<file path="config.mk">
export PLATFORM = sky130hd
export DESIGN_NAME = i2s_rx_framed
export DESIGN_NICKNAME = d
export VERILOG_FILES = /design/src/rtl/i2s_rx_framed.sv
export SDC_FILE = /design/constraint.sdc
export NUM_CORES = 1
export LEC_CHECK = 0
export ABC_AREA = 1
export CAP_MARGIN = 20
export CORE_MARGIN = 2
export CORE_UTILIZATION = 57
export CTS_CLUSTER_SIZE = 24
export DETAILED_ROUTE_END_ITERATION = 10
export GPL_ROUTABILITY_DRIVEN = 0
export MAX_ROUTING_LAYER = met4
export PLACE_DENSITY = 0.81
export SYNTH_ARGS = -nofsm -noshare
export SYNTH_HDL_FRONTEND = slang
export SYNTH_SLANG_ARGS = --single-unit
</file>
<file path="constraint.sdc">
create_clock -name sclk_i -period 3.3 [get_ports sclk_i]
set_input_delay 0.99 -clock sclk_i [delete_from_list [all_inputs] [get_ports sclk_i]]
set_output_delay 0.99 -clock sclk_i [all_outputs]
set_load 0.02 [all_outputs]
</file>
<file path="src/rtl/i2s_rx_framed.sv">
// I2S / left-justified stereo receiver. Deserialises left and right slots and presents
// them as a pair through a valid/ready buffer, with sticky overrun and slot-length flags.
module i2s_rx_framed #(
  parameter int DATA_WIDTH = 16,
  parameter int SLOT_WIDTH = 32,
  parameter int OFFSET_BIN = 0
) (
  input  logic                  sclk_i,
  input  logic                  rst_i,
  input  logic                  ws_i,
  input  logic                  sdata_i,
  input  logic                  mode_i,
  input  logic                  ready_i,
  input  logic                  err_clr_i,
  output logic [DATA_WIDTH-1:0] left_o,
  output logic [DATA_WIDTH-1:0] right_o,
  output logic                  valid_o,
  output logic                  overrun_o,
  output logic                  slot_err_o
);

  localparam int CW = $clog2(SLOT_WIDTH + 1);
  localparam logic [CW-1:0] CNT_MAX  = '1;
  localparam logic [CW-1:0] SLOT_LEN = CW'(SLOT_WIDTH);
  localparam logic [DATA_WIDTH-1:0] MSB_FLIP =
    (OFFSET_BIN != 0) ? (DATA_WIDTH'(1) << (DATA_WIDTH - 1)) : '0;

  // SEED: next edge only loads history; HUNT: waiting for the first slot start;
  // RUN: inside a slot whose start was seen, so it may be finalised.
  typedef enum logic [1:0] {
    ST_SEED = 2'd0,
    ST_HUNT = 2'd1,
    ST_RUN  = 2'd2
  } state_t;

  state_t                state;
  logic                  ws_q;
  logic                  mode_q;
  logic                  w_prev;
  logic [CW-1:0]         count;
  logic [DATA_WIDTH-1:0] cap;
  logic [DATA_WIDTH-1:0] pend;
  logic                  pend_vld;
  logic [DATA_WIDTH-1:0] sample;

  logic w;
  logic resync;
  logic slot_start;
  logic finalise;
  logic frame;
  logic accept;
  logic slot_short;

  assign w          = mode_i ? ws_i : ws_q;
  assign resync     = (mode_i != mode_q);
  assign slot_start = (state != ST_SEED) && !resync && (w != w_prev);
  assign finalise   = slot_start && (state == ST_RUN);
  assign slot_short = (count != SLOT_LEN);
  // The slot being finalised belongs to the previous select value (1 = right).
  assign frame      = finalise && w_prev && pend_vld;
  assign accept     = valid_o && ready_i;

  always_comb begin
    // NOTE: every always_comb output gets a default first, so no path can infer a latch.
    sample = cap;
    if (int'(count) < DATA_WIDTH) begin
      sample = cap << (DATA_WIDTH - int'(count));
    end
    sample = sample ^ MSB_FLIP;
  end

  // NOTE: all state is updated with non-blocking assignments so every register
  // sees the pre-edge value of every other register.
  always_ff @(posedge sclk_i or negedge rst_i) begin
    if (!rst_i) begin
      state      <= ST_SEED;
      ws_q       <= 1'b0;
      mode_q     <= 1'b0;
      w_prev     <= 1'b0;
      count      <= '0;
      cap        <= '0;
      pend       <= '0;
      pend_vld   <= 1'b0;
      left_o     <= '0;
      right_o    <= '0;
      valid_o    <= 1'b0;
      overrun_o  <= 1'b0;
      slot_err_o <= 1'b0;
    end else begin
      ws_q   <= ws_i;
      mode_q <= mode_i;

      if (state == ST_SEED || resync) begin
        // After reset ws_q is still stale, so history is seeded from ws_i; this keeps
        // the reset value of ws_q from faking a slot start in I2S mode.
        w_prev   <= (state == ST_SEED) ? ws_i : w;
        state    <= ST_HUNT;
        count    <= '0;
        cap      <= '0;
        pend     <= '0;
        pend_vld <= 1'b0;
      end else begin
        w_prev <= w;
        if (slot_start) begin
          state <= ST_RUN;
          count <= CW'(1);
          cap   <= DATA_WIDTH'(sdata_i);
        end else if (state == ST_RUN) begin
          if (count != CNT_MAX) begin
            count <= count + 1'b1;
          end
          if (int'(count) < DATA_WIDTH) begin
            cap <= (cap << 1) | DATA_WIDTH'(sdata_i);
          end
        end

        if (finalise && !w_prev) begin
          pend     <= sample;
          pend_vld <= 1'b1;
        end
        if (frame) begin
          pend     <= '0;
          pend_vld <= 1'b0;
        end
      end

      if (err_clr_i) begin
        overrun_o  <= 1'b0;
        slot_err_o <= 1'b0;
      end
      if (finalise && slot_short) begin
        slot_err_o <= 1'b1;
      end

      if (frame) begin
        if (!valid_o || ready_i) begin
          left_o  <= pend;
          right_o <= sample;
          valid_o <= 1'b1;
        end else begin
          overrun_o <= 1'b1;
        end
      end else if (accept) begin
        valid_o <= 1'b0;
      end
    end
  end

endmodule

</file>
; After elaboration in Yosys (flattened, before gate mapping)
; Cells that the tools add are included.
[word_totals]
out_inout_bits = 35
input_bits = 7
ff_bits = 79
[classes]
n_eq_ne = 6
magnitude_cmp = 1
addsub = 2
n_reduce_logical = 26
shift = 1
bitwise = 1
n_mux = 28
[op_table]
columns = operator, count
row1 = 16-bit two-way mux, 8
row2 = 16-bit by 32-bit << shifter with 16-bit output, 1
row3 = 6-bit two-way mux, 4
row4 = 16-bit by 1-bit bitwise OR with 16-bit output, 1
row5 = 1-bit two-way mux, 14
row6 = 6-bit != test (second input constant), 2
row7 = 3-bit nonzero test, 4
row8 = 1-bit logical AND, 8
row9 = 2-bit AND reduction, 4
row10 = 2-bit nonzero test, 4
row11 = 5-bit by 6-bit subtractor with 7-bit output (first input constant), 1
row12 = 6-bit by 1-bit adder with 6-bit output (second input constant), 1
row13 = 6-bit by 5-bit less-than comparator with 1-bit output (second input constant), 1
row14 = 2-bit two-way mux, 2
row15 = 1-bit zero test, 3
row16 = 2-bit equality test (second input constant), 1
row17 = 2-bit zero test, 1
row18 = 1-bit logical OR, 2
row19 = 1-bit != test, 2
row20 = 2-bit by 1-bit != test with 1-bit output (second input constant), 1

; Depth between registers and ports, before layout
; Gate-level depths: netlist of the first run.
[depth]
word_depth = 9
mapped_depth = 17
ltp_nobuf = 14

; Worst setup path before layout of the first run
; Ideal clock, no wire load.
[synth_timing]
kind = input-to-reg
from = input mode_i
to = register left_o[10]
stages = 13
setup_slack_ns = 0.981
n_path_buf = 2
setup_ns = 0.117
required_time_ns = 3.183
arrival_time_ns = 2.202
cell_sequence = inv_1 -> nand2_1 -> nand2_1 -> xor2_2 -> nand3_2 -> nor3_2 -> inv_2 -> nor2_8 -> inv_2 -> buf_6 -> buf_6 -> nand2_1 -> nand2_1
[synth_between]
elab_chain_len = 8
[synth_rtl]
columns = element, line_no
row1 = start: declaration, 12  ; input logic mode_i,
row2 = 1-bit != test, 55  ; assign resync = (mode_i != mode_q);
row3 = 1-bit zero test, 56  ; assign slot_start = (state != ST_SEED) && !resync && (w != w_prev);
row4 = 1-bit logical AND, 56
row5 = 1-bit logical AND *, 56
row6 = 1-bit logical AND *, 57  ; assign finalise = slot_start && (state == ST_RUN);
row7 = 1-bit logical AND * (2 in series), 60  ; assign frame = finalise && w_prev && pend_vld;
row8 = 2-bit AND reduction (no line) *, n/a
row9 = end signal: assignment, 137  ; left_o <= pend;
row10 = end: declaration, 15  ; output logic [DATA_WIDTH-1:0] left_o,
; Mark *: on every way between the ends. The rest lies on a longest branch, timed or not.
; A chain may end at the register's enable or synchronous reset.

; Worst setup path in the final report of the first run
[layout_timing]
from = input mode_i
to = register pend[13]
[layout_between]
elab_chain_len = 9
[layout_rtl]
columns = element, line_no
row1 = 1-bit != test, 55
row2 = 1-bit zero test, 56
row3 = 1-bit logical AND (2 in series), 56
row4 = 1-bit logical AND, 57
row5 = 1-bit logical AND (2 in series), 60
row6 = 16-bit two-way mux, 121  ; if (frame) begin
row7 = 16-bit two-way mux, 93  ; if (state == ST_SEED || resync) begin
row8 = end signal: assignment, 118  ; pend <= sample;
row9 = end: declaration, 42  ; logic [DATA_WIDTH-1:0] pend;
; Several ways; a longest one is shown, not always the timed one.

==> results, run 1 <==
- The leakage power figure is 2.29 nW.
- The half-perimeter wire length after detailed placement is 6.78 mm.
- The final wirelength is 9.65 mm.
- The post-synth net total is 549.
- The setup total negative slack is 0 ns.
- The largest net degree at the start of global routing is 80.
- In the final layout, the share of cells above drive strength 1 is 7.59%.
- The leftover overflow at the end of global routing is 0.
- The maximum achievable frequency is 368 MHz.
- The routed length per placed instance is 14.2 um.
- The final count of pins violating max slew is 0.
- For the pin with the worst max-slew slack, the measured transition is 0.967 ns.
- The headroom to the max-slew limit is 35.5%.
- After detailed routing, the number of vias per cell comes to 5.66.
- The largest clock skew in the final design is 0.00899 ns.
- For the worst setup path, the data arrival time is 2.95 ns.
- Of all nets on the critical path, the largest fanout is 10.
- The number of warnings issued by yosys is 0.
- The cell count after synthesis came out at 540.
- Measured along the y axis, the die boundary spans 89.1 um.
- The post-CTS setup buffer count is 0.
- Once layout is done, the placed cells without fillers occupy 0.00478 mm^2.
- The share of the yosys chip area belonging to registers is 47.9%.
- The clock net in this run drives a total of 79 sinks.
- The worst hold path passes through 2 cells.
- The die is 89.1 um wide.
- The number of nets in the layout is 584.
- The number of clock buffers added by TritonCTS is 9.
- The clock passes through at most 2 buffers.
- The netlist uses 32 different library cells.
- Clock-pin slew was measured on the worst setup and hold paths at 0.08 ns.
- The area of placed instances is 0.00457 mm^2.
- The type of the worst min-delay path is reg2reg.
- For the worst flop-to-flop path, the logic depth is 10.
- VDD sags by at most 348 uV.
- The flip-flop and latch count after synthesis is 79.
- The deepest level of the CTS H-tree is 3.
- Across the run, the number of max-cap violations was 0.
- The flow ran to the end, and the final reports show no timing, DRC or antenna violations.
- The multi-input combinational cells in the finished layout cover a total of 0.00182 mm^2.
- The number of inserted diodes is 0.
- The layout has 603 filler cells.
- The number of DRC violations after detailed routing is 0.
- Pin placement for this block handled 42 I/O pins.
- The initial utilization of the core area, before any placement, comes to 57.9%.
- The antenna violation net count after detailed routing is 0.
- The final worst-path cycle share is 82.3%.
- The area of the core is 0.00714 mm^2.
- From synthesis to final layout, the design area changed by 15.7%.
- The initial antenna violation count was 0.
- In this run, the number of DRC markers left after iteration 0 of detailed routing was 393.
- The post-cts repair resize count is 0.
- The tightest hold path in the finished design has a slack of 0.471 ns.
- The first global-routing pass estimated 16.5 mm of wire.
- The root buffer cell is sky130_fd_sc_hd__clkbuf_8.
- The startpoint kind of the worst setup timing path is a primary input.
- The summed instance area of the synthesized netlist is 0.00413 mm^2.
- Dividing the synthesized area by the synthesized cell count gives 7.65 um^2.
- Setup repair after global routing left no endpoint under its margin.
- The CTS tree is yes.
- The cts-stage hold buffer count is 0.
- The clock period minus final worst setup slack is 2.71 ns.
- The power density relative to cell area is 561 mW/mm^2.
- The number of buffers added on ports is 41.
- Setup violations remaining at the end of the flow were counted as 0.
- The clock latency of the later-clocked register in the worst-skew pair is 0.34 ns.
- The number of iterations in the first detailed-routing pass is 6.
- The die covers 0.00794 mm^2.
- The via count of the first global-routing pass is 3,635.
- Across every metal layer, demand over resource in global routing totals 27.1%.
- The final count of hold timing violations was 0.
- The number of core rows is 31.
- By startpoint and endpoint, the worst setup path is classified as in2reg.
- The flop-to-flop setup slack is 0.81 ns.
- For the worst setup path, the data required time is 3.54 ns.
- Across the whole layout, storage elements account for 0.00198 mm^2.
- The endpoint type of the worst setup path is a register.
- The via total after detailed routing is 3,845.
==> cells in the mapped netlist (all sizes together) <==
| cell | count | area share, % |
|---|---|---|
| nand3 | 87 | 11 |
| a31oi | 2 | 0.30 |
| nor2 | 18 | 2.4 |
| nand2 | 186 | 17 |
| ha | 2 | 0.61 |
| clkinv | 3 | 0.27 |
| o31ai | 3 | 0.55 |
| xor2 | 1 | 0.39 |
| dfrtp | 79 | 48 |
| clkbuf | 5 | 0.45 |
| nor4 | 1 | 0.15 |
| xnor2 | 2 | 0.42 |
| buf | 18 | 2.8 |
| o211ai | 1 | 0.18 |
| o21ai | 47 | 5.7 |
| nand4 | 14 | 2.1 |
| a41oi | 1 | 0.21 |
| o22ai | 6 | 0.91 |
| a21oi | 11 | 1.3 |
| a211oi | 1 | 0.18 |
| inv | 51 | 4.6 |
| nor3 | 1 | 0.24 |
==> cell families after synthesis <==
family,after synthesis,synth area share [%]
AO/OA/AOI/OAI,72,9.36
XOR/XNOR,3,0.818
adder cells (fa/ha/maj),2,0.606
buffers and inverters,77,8.15
flip-flops,79,47.9
AND/OR/NAND/NOR,307,33.2
==> critical path, cell delays in order <==
cell and delay [ns]:
sky130_fd_sc_hd__clkdlybuf4s50_1 0.53, sky130_fd_sc_hd__inv_1 0.05, sky130_fd_sc_hd__nand2_1 0.07, sky130_fd_sc_hd__nand2_1 0.08, sky130_fd_sc_hd__xor2_2 0.23, sky130_fd_sc_hd__nand3_2 0.12
sky130_fd_sc_hd__inv_1 0.09, sky130_fd_sc_hd__nand2_1 0.12, sky130_fd_sc_hd__nand3_2 0.17, sky130_fd_sc_hd__clkinv_1 0.27, sky130_fd_sc_hd__nand2_1 0.15, sky130_fd_sc_hd__nand2_1 0.06
==> state kept, by name, indices dropped and copies added (netlist names), 2 cells and up <==
| register | count |
|---|---|
| cap | 16 |
| left_o | 16 |
| pend | 16 |
| right_o | 16 |
| count | 6 |
| state | 2 |
==> report_power, final <==
part	switching, mW	internal (mW)
Combinational	0.670	0.265
Clock	0.362	0.373
Sequential	0.0194	0.992
Total	1.05	1.63
==> placed cells by master (no fill, tap or decap), drive strengths merged <==
master	Yosys	routed
clkinv	3	5
clkinvlp	0	2
nand4	14	14
o211ai	1	1
ha	2	2
clkdlybuf4s50	0	40
clkbuf	5	10
a21oi	11	11
inv	51	52
nor4	1	1
nor3	1	1
nand3	87	87
a31oi	2	2
o21ai	47	47
xor2	1	1
dfrtp	79	79
nor2	18	18
a41oi	1	1
a211oi	1	1
o22ai	6	6
buf	18	7
xnor2	2	2
o31ai	3	3
nand2	186	186
bufinv	0	1
==> metrics by stage <==
step / setup WS, ns / util [%] / total power [mW] / cells
2_1_floorplan: 0.981 / - / 1.70 / 540
3_3_place_gp: 0.327 / 64.1 / 1.91 / 663
3_5_place_dp: 0.235 / 64.1 / 1.93 / 663
4_1_cts: 0.579 / 67.0 / 2.66 / 679
5_1_grt: 0.362 / 67.0 / 2.83 / 679
6_report: 0.586 / 67.0 / 2.68 / 679
==> layer usage <==
layer,track usage [%],vias up,part of all wire (%)
li1,-,1836,-
met1,36.6,1775,44
met2,40.7,208,46
met3,5.08,26,7.4
met4,10.6,0,2.3
met5,-,-,0
==> path summary, 6_finish.rpt <==
| path | endpoint | startpoint |
|---|---|---|
| max in group asynchronous | cap[13]$_DFFE_PN0P_ | rst_i |
| min | left_o[14]$_DFFE_PN0P_ | left_o[14]$_DFFE_PN0P_ |
| max | pend[13]$_DFFE_PN0P_ | mode_i |
| max reg2reg | cap[10]$_DFFE_PN0P_ | count[2]$_DFFE_PN0P_ |
| min reg2reg | left_o[14]$_DFFE_PN0P_ | left_o[14]$_DFFE_PN0P_ |
| min in group asynchronous | right_o[0]$_DFFE_PN0P_ | rst_i |
==> area by class of cell <==
type | count | share of cell area, %
clock buffers | 10 | 2.88
multi-input cells | 384 | 38.0
well taps | 99 | 2.59
flip-flops and latches | 79 | 41.4
repair buffers | 47 | 9.48
clock inverters | 6 | 1.41
inverters | 54 | 4.24
No activity file was read; power rests on OpenSTA's default activity.
==> run 2, diff against run 1 <==
Settings changed: CORE_UTILIZATION 57 to 51, PLACE_DENSITY 0.81 to 0.77.
Clock period 3.3 ns to 2.46 ns, I/O delays scaled along.
==> run 2 against run 1 <==
  * Critical path depth stayed put
  * Critical path type unchanged
  * Worst hold slack lost 0.13 ns
  * Clock skew grew 0.0048 ns
  * Final cell count increased by 3.1%
  * Sequential cell count did not move
==> results, run 2 (synthesized netlist as in run 1, its figures left out) <==
- The flow ran to the end, and the final reports show no timing, DRC or antenna violations.
- In the layout the commonest cells are 184 x sky130_fd_sc_hd__nand2_1, 81 x sky130_fd_sc_hd__nand3_1, 79 x sky130_fd_sc_hd__dfrtp_1, 45 x sky130_fd_sc_hd__inv_1, 41 x sky130_fd_sc_hd__o21ai_0.
- Detailed placement ended at an HPWL of 7.02 mm.
- Fill cells in the final layout number 668.
- The clock passes through at most 2 buffers.
- The floorplan step set the die width to 94.0 um.
- Summed over all nets, the switching power comes to 1.46 mW.
- The deepest level of the CTS H-tree is 3.
- The area growth from synthesis to layout is 20.1%.
- The transition time of the tightest slew-check pin is 0.514 ns.
- Registers are responsible for 36.8% of the overall power.
- The leftover overflow at the end of global routing is 0.
- STA classifies the critical path endpoint as a register.
- The via count of the first global-routing pass is 3,826.
- The die covers 0.00883 mm^2.
- In this run the worst hold path is classified as in2async.
- The number of DRC violations after detailed routing is 0.
- The signal arrival time at the worst endpoint is 2.52 ns.
- At the placement stage, the worst setup path has a slack of -0.306 ns.
- The area of the core is 0.00777 mm^2.
- Clock tree synthesis inserted a total of 9 buffers.
- Global routing used 25.2% of the available tracks across all layers.
- The standard cell with the maximum stage delay on the critical path is sky130_fd_sc_hd__clkdlybuf4s50_1.
- Across the VDD grid, the largest voltage drop is 416 uV.
- Clock-pin slew was measured on the worst setup and hold paths at 0.09 ns.
- In this run the static leakage power is 2.38 nW.
- The overall power of the completed layout is 3.69 mW.
- The CTS tree is yes.
- The number of nets in the layout is 602.
- Summed over all layers, the routed wires come to 10.1 mm.
- The most frequent standard cell in the layout excluding fill and tap cells is sky130_fd_sc_hd__nand2_1.
- The peak fanout along the critical path is 5.
- The largest incremental delay on the critical path is 0.53 ns.
- The starting DRC count in detailed routing is 458.
- CTS saw 79 sinks.
- Of the available clock period, the critical path in the final layout requires 92.3%.
- For this configuration, the core starts out at a cell density of 53.2%.
- The headroom to the max-slew limit is 65.7%.
- The maximum achievable frequency is 440 MHz.
- The switching part of the total is 39.7%.
- The core utilization of the finished layout is 63.9%.
- The antenna violation net count after detailed routing is 0.
- For the worst setup path, the data required time is 2.71 ns.
- The startpoint kind of the worst setup timing path is a primary input.
- In this run the post-CTS setup repair buffer count came out at 0.
- The critical path is of the in2reg type.
- Entering global routing, the biggest net connects 43 pins.
- The die height is 94.0 um.
- CTS placed an instance of sky130_fd_sc_hd__clkbuf_8 at the clock tree root.
- The clock period could shrink to 2.27 ns.
- The number of core rows is 32.
- The most repeated library cell on the critical path is sky130_fd_sc_hd__nand2_1.
- The internal portion of the total power is 2.22 mW.
- Setup repair after global routing left no endpoint under its margin.
- The routed length per placed instance is 14.4 um.
- The largest clock skew in the final design is 0.0138 ns.
- Input and output buffers added on the ports amount to 41.
- The final count of hold timing violations is 0.
- The repair_antennas step left the layout with diodes totalling 0.
- In the final layout, the share of cells above drive strength 1 is 10.4%.
- The boundary pin count is 42.
- The final worst-path setup slack is 0.189 ns.
- The global-route wire length before repair is 17.3 mm.
- The per-cell via count in the routed design is 5.59.
- Combinational cells account for 36.5% of the total power.
- The setup total negative slack is 0 ns.
- The initial antenna violation count came to 0.
- Setup violations remaining at the end of the flow were counted as 0.
- The total of max-cap violations is 0.
- The power density relative to cell area is 743 mW/mm^2.
- The clock network is responsible for 26.7% of the overall power.
- Clock latency on the worst-skew pair, taken at its later pin, is 0.36 ns.
- The signal on the critical path passes through clkdlybuf4s50_1, inv_1, nand2_1, nand2_1, xor2_2, nand3_2, inv_1, nand2_1, nand3_4, clkinvlp_4, nand2_1, nand2_1.
- The via total after detailed routing is 3,913.
- The final count of pins violating max slew was 0.
- The number of iterations in the first detailed-routing pass is 5.
==> run 2: cell count changes in the layout (fill, tap and decap cells not counted), moves of 2 or more <==
cell | before | now
sky130_fd_sc_hd__buf_12 | 0 | 3
sky130_fd_sc_hd__inv_6 | 1 | 3
sky130_fd_sc_hd__buf_4 | 7 | 21
sky130_fd_sc_hd__clkinvlp_4 | 2 | 4
==> run 2: metal layers <==
| layer | vias to the layer above | GRT usage, % | share of wire (%) |
|---|---|---|---|
| met2 | 172 | 39.8 | 46 |
| li1 | 1879 | - | - |
| met4 | 0 | 9.06 | 2.6 |
| met1 | 1832 | 32.6 | 44 |
| met3 | 30 | 5.14 | 7.5 |
| met5 | - | - | 0 |
==> run 2: per-stage QoR <==
stage / hold WS [ns] / instance area [um^2] / cells
finish: 0.346 / 4960 / 700
global route: 0.390 / 4960 / 700
CTS: 0.367 / 4940 / 699
detailed placement: 0.459 / 4740 / 683
global placement: 0.455 / 4740 / 683
floorplan: 0.442 / 4130 / 540
==> run 2: area by class of cell <==
cell class                      instances  area (um^2)  area share [%]
Sequential cell                        79         1980            39.8
Multi-Input combinational cell        384         1820            36.8
Timing Repair Buffer                   64          618            12.5
Inverter                               54          211            4.26
Clock buffer                           10          128            2.57
Tap cell                              102          128            2.57
Clock inverter                          6         67.6            1.36
Timing Repair inverter                  1         7.51           0.151
==> run 2: worst max-delay path: cells and delay by family <==
family | cells | cell delay, ns
and+or+nand+nor | 7 | 0.75
buffers and inverters | 4 | 0.83
xor gates and xnor gates | 1 | 0.18
==> run 2: worst paths after layout <==
check,depth (start not counted),startpoint,slack [ns],endpoint
max,12,mode_i,0.19,pend[8]$_DFFE_PN0P_
min,1,rst_i,0.35,left_o[0]$_DFFE_PN0P_
max reg2reg,14,count[1]$_DFFE_PN0P_,0.22,right_o[10]$_DFFE_PN0P_
min reg2reg,2,left_o[10]$_DFFE_PN0P_,0.48,left_o[10]$_DFFE_PN0P_
max in group asynchronous,2,rst_i,1.51,pend[4]$_DFFE_PN0P_
min in group sclk_i,2,left_o[10]$_DFFE_PN0P_,0.48,left_o[10]$_DFFE_PN0P_
==> run 2: power by group through the flow <==
stage | logic [mW] | registers (mW) | clock network, mW
2_1_floorplan | 0.903 | 1.38 | 0
5_1_grt | 1.48 | 1.36 | 1.04
3_3_place_gp | 1.26 | 1.38 | 0
6_report | 1.34 | 1.36 | 0.984
4_1_cts | 1.28 | 1.36 | 0.992
3_5_place_dp | 1.27 | 1.38 | 0
==> run 2: what timing repair did <==
| action | 4_1_cts | 5_1_grt |
|---|---|---|
| endpoints found under the hold margin | 0 | 0 |
| endpoints found under the setup margin | 0 | 42 |
| hold buffers | 0 | 0 |
| gates resized for setup | 0 | 6 |
==> run 3, diff against run 2 <==
Settings changed: CELL_PAD_IN_SITES_DETAIL_PLACEMENT set to 1, CELL_PAD_IN_SITES_GLOBAL_PLACEMENT set to 1, CORE_UTILIZATION 51 to 38.
==> run 3 against run 2 <==
  * First-iteration DRC count fell by 50%
  * Sequential cell count did not move
  * Register-to-register slack improved by 0.02 ns
  * Critical path type unchanged
  * Count of clock-buffer cells in the layout rose by 1
  * Critical path depth fell by 2
==> results, run 3 (synthesized netlist as in run 1, its figures left out) <==
- The flow ran to the end, and the final reports show no timing, DRC or antenna violations.
- Based on the critical path, the design can be clocked at up to 429 MHz.
- The standard cell with the maximum stage delay on the critical path is sky130_fd_sc_hd__clkdlybuf4s50_1.
- The antenna violation net count after detailed routing is 0.
- The signal arrival time at the worst endpoint is 2.57 ns.
- At the pin with the least slew margin, the transition time is 0.427 ns.
- The post-route netlist has 11.3% of its cells at a drive strength greater than 1.
- The headroom to the max-slew limit is 71.3%.
- The largest single stage delay on the critical path is 0.54 ns.
- The critical path's top delay family is buffers and inverters.
- The power dissipated by switching net loads is 1.49 mW.
- Detailed routing inserted a total of 3,875 vias.
- The final worst-path setup slack is 0.129 ns.
- The switching part of the total is 38.5%.
- The final count of negative-setup-slack endpoints is 0.
- Entering global routing, the biggest net connects 40 pins.
- The part of the power in combinational logic is 36.4%.
- The worst setup path is captured at a register.
- The number of DRC violations after detailed routing is 0.
- The total buffers and inverters traversed by the critical path is 3.
- The overall power of the completed layout is 3.86 mW.
- For this design, the sink count on the clock tree is 79.
- The net count of the finished layout is 606.
- After clock tree synthesis, the flow added hold-fix buffers numbering 0.
- The floorplan step set the die height to 108 um.
- Compared with the post-synthesis result, the final layout area differs by 22.4%.
- After the first detailed-routing iteration, the DRC count stood at 230.
- The area of the core is 0.0107 mm^2.
- The worst hold slack is 0.253 ns.
- Once the floorplan was initialized, standard cells occupied 38.6% of the core.
- Internal power comes to 2.37 mW.
- The CTS tree is yes.
- Walking the worst path, the cells encountered are clkdlybuf4s50_1, inv_1, nand2_1, nand2_1, xor2_2, buf_4, nor2_1, nand2_1, a41oi_1, a211oi_1.
- Input and output buffers added on the ports amount to 41.
- The critical path start-end classification is in2reg.
- Along the worst path, the maximum fanout reaches 6.
- Across every metal layer, demand over resource in global routing totals 22.4%.
- Global routing used 37.2% of the available met2 tracks.
- After detailed placement, the total cell area comes to 0.00478 mm^2.
- Per report_power, the sequential group accounts for 35.2% of the total.
- The library cell used most frequently in the layout, excluding fill and tap cells, is sky130_fd_sc_hd__nand2_1.
- Max-cap violations in this run came to 0.
- In this run the critical register-to-register path is launched from count[1]$_DFFE_PN0P_.
- At the placement stage, the worst setup path has a slack of -0.298 ns.
- The endpoint of the lowest-slack register-to-register path is right_o[10]$_DFFE_PN0P_.
- For the worst setup path, the data required time is 2.69 ns.
- The half-perimeter wire length after detailed placement is 8.65 mm.
- The clock network burns 28.4% of the power.
- The clock-pin slew on the worst setup and hold paths is 0.08 ns.
- The clock period could shrink to 2.33 ns.
- The power density relative to cell area is 763 mW/mm^2.
- The worst voltage drop across the vdd grid is 498 uV.
- CTS built an H-tree with a depth of 3.
- The leftover overflow at the end of global routing is 0.
- The boundary pin count is 42.
- The floorplan step defined a die boundary enclosing 0.0117 mm^2.
- In the routed layout, each cell is associated on average with a via count of 5.22.
- The setup total negative slack is 0 ns.
- The number of antenna diodes in the final layout is 0.
- The first detailed-routing pass ran for 4 iterations.
- After detailed routing, the average wire length per cell comes to 15.9 um.
- The cell that appears most often on the critical path is sky130_fd_sc_hd__nand2_1.
- The initial antenna violation count is 0.
- For this design the static power due to leakage is 2.41 nW.
- The number of core rows is 38.
- The via count of the first global-routing pass is 4,024.
- The path class of the tightest hold or removal check is in2async.
- The width of the chip is 108 um.
- The final count of hold timing violations is 0.
- Of the available clock period, the critical path in the final layout requires 94.8%.
- The most used routing layer is met2.
- The later pin in the worst-skew pair is clocked with a latency of 0.36 ns.
- The clock buffer count from CTS is 9.
- For met3 alone, demand over resource in global routing was 3.25%.
- The final wirelength is 11.8 mm.
- The met1 track utilization from global routing is 28.5%.
- The first global-routing pass estimated 20.0 mm of wire.
- The worst register-to-register path has a depth of 15.
- STA classifies the critical path startpoint as a primary input.
- The final count of pins violating max slew is 0.
- The root buffer cell is sky130_fd_sc_hd__clkbuf_8.
- The clock passes through at most 2 buffers.
- The post-route cell area is 0.00506 mm^2.
- The clock arrives with 0.00742 ns of skew.
- Setup slack on the worst reg-to-reg path comes out at 0.24 ns.
- In the layout the commonest cells are 184 x sky130_fd_sc_hd__nand2_1, 81 x sky130_fd_sc_hd__nand3_1, 79 x sky130_fd_sc_hd__dfrtp_1, 44 x sky130_fd_sc_hd__inv_1, 41 x sky130_fd_sc_hd__o21ai_0.
[run 3: layout make-up]
type | count | area, um^2
inverters | 54 | 213
clock inverters | 5 | 81.3
clock buffers | 11 | 141
well taps | 140 | 175
fillers | 1316 | 5640
flip-flops and latches | 79 | 1980
multi-input cells | 384 | 1820
repair buffers | 69 | 647
[run 3: per-layer routing]
| metal | vias to the layer above | share of wire (%) |
|---|---|---|
| met4 | 0 | 1.2 |
| li1 | 1883 | - |
| met2 | 66 | 50 |
| met3 | 11 | 3.1 |
| met1 | 1915 | 46 |
| met5 | - | 0 |
[run 3: power by group through the flow]
stage,Clock [mW],Sequential [mW],Combinational [mW]
CTS,1.11,1.36,1.36
floorplan,0,1.38,0.903
finish,1.10,1.36,1.40
global route,1.17,1.36,1.57
global placement,0,1.38,1.31
detailed placement,0,1.38,1.34
[run 3: worst max-delay path by stage]
stage	startpoint	endpoint	slack (ns)	cells past startpoint
detailed placement	mode_i	left_o[0]$_DFFE_PN0P_	-0.30	11
floorplan	count[0]$_DFFE_PN0P_	pend[9]$_DFFE_PN0P_	0.16	13
finish	mode_i	count[3]$_DFFE_PN0P_	0.13	10
CTS	count[0]$_DFFE_PN0P_	pend[5]$_DFFE_PN0P_	0.04	10
global route	mode_i	pend[13]$_DFFE_PN0P_	-0.001	12
global placement	mode_i	pend[9]$_DFFE_PN0P_	-0.17	12
[run 3: what timing repair did]
action                                  CTS  global route
endpoints found under the setup margin    0            47
gates resized for setup                   0             7
setup buffers                             0             4
[run 3: through the flow]
step / std cells / util, %
floorplan: 540 / -
global placement: 722 / 44.7
detailed placement: 722 / 44.7
CTS: 738 / 46.8
global route: 742 / 47.3
finish: 742 / 47.3
